`config.mk`:
```
export PLATFORM = sky130hd
export DESIGN_NAME = pipe_stage_skid
export DESIGN_NICKNAME = d
export VERILOG_FILES = /design/src/rtl/pipe_stage_skid.sv
export SDC_FILE = /design/constraint.sdc
export NUM_CORES = 1
export LEC_CHECK = 0
export BUFFER_PORTS_ARGS = -buffer_cell sky130_fd_sc_hd__buf_2
export CAP_MARGIN = 20
export CORE_ASPECT_RATIO = 0.7
export CORE_MARGIN = 10
export CORE_UTILIZATION = 41
export CTS_BUF_LIST = sky130_fd_sc_hd__clkbuf_8
export CTS_CLUSTER_SIZE = 30
export DETAILED_ROUTE_END_ITERATION = 8
export GPL_ROUTABILITY_DRIVEN = 0
export GPL_TIMING_DRIVEN = 0
export PLACE_DENSITY = 0.63
export SKIP_CTS_REPAIR_TIMING = 1
export SKIP_LAST_GASP = 1
export SLEW_MARGIN = 20
export SYNTH_ARGS = -nofsm -noshare
export SYNTH_HDL_FRONTEND = slang
export SYNTH_SLANG_ARGS = --single-unit
```
`constraint.sdc`:
```
create_clock -name clk_i -period 3.05 [get_ports clk_i]
set_input_delay 0.305 -clock clk_i [delete_from_list [all_inputs] [get_ports clk_i]]
set_output_delay 0.305 -clock clk_i [all_outputs]
set_load 0.05 [all_outputs]
```
`src/rtl/pipe_stage_skid.sv`:
```
// Pipeline stage register with valid/ready handshake and a 2-entry skid buffer.
// Optional stall counter enabled by defining PIPE_STAGE_PERF_EN.
module pipe_stage_skid #(
  parameter int unsigned     WIDTH       = 32,
  parameter logic [WIDTH-1:0] RESET_VALUE = {WIDTH{1'b0}},
  parameter int unsigned     PERF_WIDTH  = 16
) (
  input  logic             clk_i,
  input  logic             rst_i,
  input  logic             flush_i,
  input  logic             in_valid_i,
  output logic             in_ready_o,
  input  logic [WIDTH-1:0] in_data_i,
  output logic             out_valid_o,
  input  logic             out_ready_i,
  output logic [WIDTH-1:0] out_data_o
`ifdef PIPE_STAGE_PERF_EN
  ,
  output logic [PERF_WIDTH-1:0] stall_cycles_o
`endif
);

  typedef enum logic [1:0] {EMPTY, BUSY, FULL} state_e;

  state_e           state_q, state_d;
  logic [WIDTH-1:0] main_q, main_d;
  logic [WIDTH-1:0] skid_q, skid_d;
  logic             in_ready_q;
  logic             in_fire, out_fire;

  assign in_fire  = in_valid_i & in_ready_q;
  assign out_fire = out_valid_o & out_ready_i;

  always_ff @(posedge clk_i or negedge rst_i) begin
    if (!rst_i) begin
      state_q    <= EMPTY;
      main_q     <= RESET_VALUE;
      skid_q     <= RESET_VALUE;
      in_ready_q <= 1'b1;
    end else begin
      state_q    <= state_d;
      main_q     <= main_d;
      skid_q     <= skid_d;
      // Registered from next state so out_ready never reaches in_ready combinationally.
      in_ready_q <= (state_d != FULL);
    end
  end

  always_comb begin
    state_d = state_q;
    main_d  = main_q;
    skid_d  = skid_q;
    if (flush_i) begin
      state_d = EMPTY;
      main_d  = RESET_VALUE;
      skid_d  = RESET_VALUE;
    end else begin
      unique case (state_q)
        EMPTY: if (in_fire) begin
          main_d  = in_data_i;
          state_d = BUSY;
        end
        BUSY: begin
          if (in_fire && out_fire) begin
            main_d = in_data_i;
          end else if (in_fire) begin
            skid_d  = in_data_i;
            state_d = FULL;
          end else if (out_fire) begin
            state_d = EMPTY;
          end
        end
        FULL: if (out_fire) begin
          main_d  = skid_q;
          state_d = BUSY;
        end
        default: state_d = EMPTY;
      endcase
    end
  end

  always_comb begin
    out_valid_o = (state_q != EMPTY);
    out_data_o  = main_q;
    in_ready_o  = in_ready_q;
  end

`ifdef PIPE_STAGE_PERF_EN
  logic [PERF_WIDTH-1:0] stall_q;

  // Saturating; flush deliberately leaves the count alone.
  always_ff @(posedge clk_i or negedge rst_i) begin
    if (!rst_i)
      stall_q <= '0;
    else if (out_valid_o && !out_ready_i && (stall_q != {PERF_WIDTH{1'b1}}))
      stall_q <= stall_q + 1'b1;
  end

  assign stall_cycles_o = stall_q;
`endif

endmodule

```
==> results.md <==
- Worst-Skew Late Latency: 330 ps
- DRC Markers: 0
- R2R setup slack: 1150 ps
- Row Count: 25
- Slew Viols, Final: 0
- Critical path cell sequence: nand2_1, nor4_2, clkbuf_1, a22o_1
- Grt total ovfl: 0
- Die width: 120 um
- Crit path kind: reg -> reg
- Final HPWL DP: 5130 um
- Fraction of registers with async set or reset after synthesis: 100%
- Reg-to-Reg Start: in_ready_o
- Area share of the largest cell type after synthesis: 57.1%
- Worst Reg-to-Reg Cells: 4
- Pin count of the biggest net entering global routing: 38
- CP Max Fanout: 10
- Total GRT Usage: 14.1%
- Die Y: 90.3 um
- Vias/cell: 5.25
- Initial Util: 42.6%
- CP max stage delay: 550 ps
- Die ar.: 0.0109 mm^2
- Buffer levels on the longest clock path: 2
- Vias: 2,161
- CTS tree: built
- First-pass GRT wire length: 12,400 um
- Max Cap Viol: 0
- Crit Reg-Reg Endpoint: skid_q[23]
- Slowest CP cell: dfstp_2
- Layout area overhead: 25.0%
- Netlist cell types: 22
- Post-Syn Nets: 268
- Initial antenna violation count: 0
- Setup violators final: 0
- Hold Path End: skid_q[11]
- Sequential fraction of the synthesis area: 58.0%
- Synth top area cells: dfrtp_1 (57%), mux2i_1 (11%), a22o_1 (9.7%)
- Final #Nets: 350
- Final min period: 1900 ps
- Peak Freq: 0.526 GHz
- CTS root buf: clkbuf_8
- # diodes: 0
- Post-Synthesis Cells: 231
- WL final: 7350 um
- Iteration-0 DRC count of the detailed router: 180
- CP required: 3320 ps
- Core ar.: 0.00679 mm^2
- HP Class: in -> reg
- Num CTS Buffers: 9
- Synth warn: 0
- Final hold violations: 0
- Worst slew pin tran: 737 ps
- Peak VDD IR: 0.221 mV
- Placed Area: 0.00338 mm^2
- Total negative slack: 0 ps
- RSZ-0062 raised after global routing: false
- Cell Pwr Density: 604 mW/mm^2
- Io pins: 71
- 1st-pass router iterations: 4
- #FFs+latches synth: 67
- Hold path startpoint: in_data_i[11]
- Status: completed
- Synthesized cell area: 0.00289 mm^2
- H-tree depth: 3
- Worst hold slack: 203 ps
- Number of fill cells: 644
- Area leader, netlist: dfrtp_1
- Worst slew margin: 50.9%
- CP Launch Type: flop
- Most used DFF post-synth: dfrtp_1
- Final Power: 0.00218 W
- Clock Skew: 6.77 ps
- Vias in the first global route: 2,392
- CTS sink count: 67
- ANT nets after route: 0
- Critical path arrival: 2170 ps
- Mean post-synth cell area: 12.5 um^2
- DR WL/cell: 17.8 um
- Share of cells above drive strength 1: 30.8%
- Hold Crit Depth: 2
- # port buffers: 69
- Final instance area: 0.00361 mm^2
- Crit end category: flop
- Finished Layout Cells: 412
- Clk slew on worst S/H paths: 70 ps
- Final worst path period share: 62.4%
- Critical Path Start: in_ready_o
- Post-synth EDFFs: 0
- Placed Cells: 395
- Leakage: 1.78 nW
[Yosys cell counts, types with 2 or more instances]
library cell   n
nand2b_1       2
nand2_1       34
buf_6          7
buf_2          2
dfrtp_1       66
clkbuf_1      10
a22o_1        32
o31ai_1       32
nor2_1         2
mux2i_1       32
[stage by stage]
stage,util [%],setup WS (ps)
after CTS,53.1,1140
after floorplan,-,1330
after detailed placement,49.8,1120
final,53.3,1150
after global routing,53.3,966
after global placement,49.4,1160
[state kept, by name, summed over array words and instances (netlist names)]
register,count
in_ready_o,1
out_data_o,32
skid_q,32
state_q,2
[layout make-up]
cell class                 instances  area (um^2)  area share [%]
tap                               94          118            3.25
clock buffer                      11          151            4.19
sequential                        67         1680            46.4
buffer                            20          130            3.60
timing repair buffer              71          378            10.5
multi-input combinational        143         1080            29.9
clock inverter                     5         76.3            2.11
inverter                           1         3.75           0.104
[cell families (layout without fill, tap and decap cells)]
kind of cell	after synthesis	after routing	synth area share [%]
flip-flops	67	67	58.0
buffers and inverters	21	108	4.63
XOR/XNOR	1	1	0.303
multiplexers	32	32	11.1
AND/OR/NAND/NOR	43	43	6.45
AO/OA/AOI/OAI	67	67	19.5
[worst max-delay path by stage]
| stage | end | slack [ps] | cells after the start |
|---|---|---|---|
| after CTS | out_data_o[21] | 1140 | 6 |
| after global placement | skid_q[20] | 1160 | 4 |
| after floorplan | skid_q[10] | 1330 | 4 |
| after global routing | skid_q[14] | 970 | 4 |
| after detailed placement | skid_q[12] | 1120 | 4 |
| final | skid_q[23] | 1150 | 4 |
[power breakdown]
part | internal (W) | switching, W | total [W]
combinational | 0.000108 | 0.000278 | 0.000386
clock | 0.000501 | 0.000329 | 0.000830
sequential | 0.000939 | 0.0000281 | 0.000967
[metal layers]
layer	up-vias	global-route usage (%)	share of wire, %
met5	-	0	0
met4	0	4.31	0.73
met3	6	5.50	6.1
met2	60	20.4	44
met1	1075	18.8	49
li1	1020	-	-
[critical path: cells and delay by family, from the launching register on]
| kind | cells | cell delay, ps |
|---|---|---|
| AO/OA/AOI/OAI | 1 | 210 |
| buffers and inverters | 1 | 480 |
| flip-flops | 1 | 550 |
| AND/OR/NAND/NOR | 2 | 600 |
[cells in the final DEF, fill, tap and decap left out, drive strengths merged]
master and instances:
bufinv 2, nand2b 2, dfstp 1, a221oi 1, and3b 1, buf 80, nand2 34, a22o 32
nor2 2, nor2b 1, clkinv 1, nor4 1, o31ai 32, clkbuf 21, a2bb2oi 1, or2 1
nor3 1, inv 2, xnor2 1, a211o 1, mux2i 32, dfrtp 66, dlygate4sd3 1, clkinvlp 1
No activity file was read; power rests on OpenSTA's default activity.
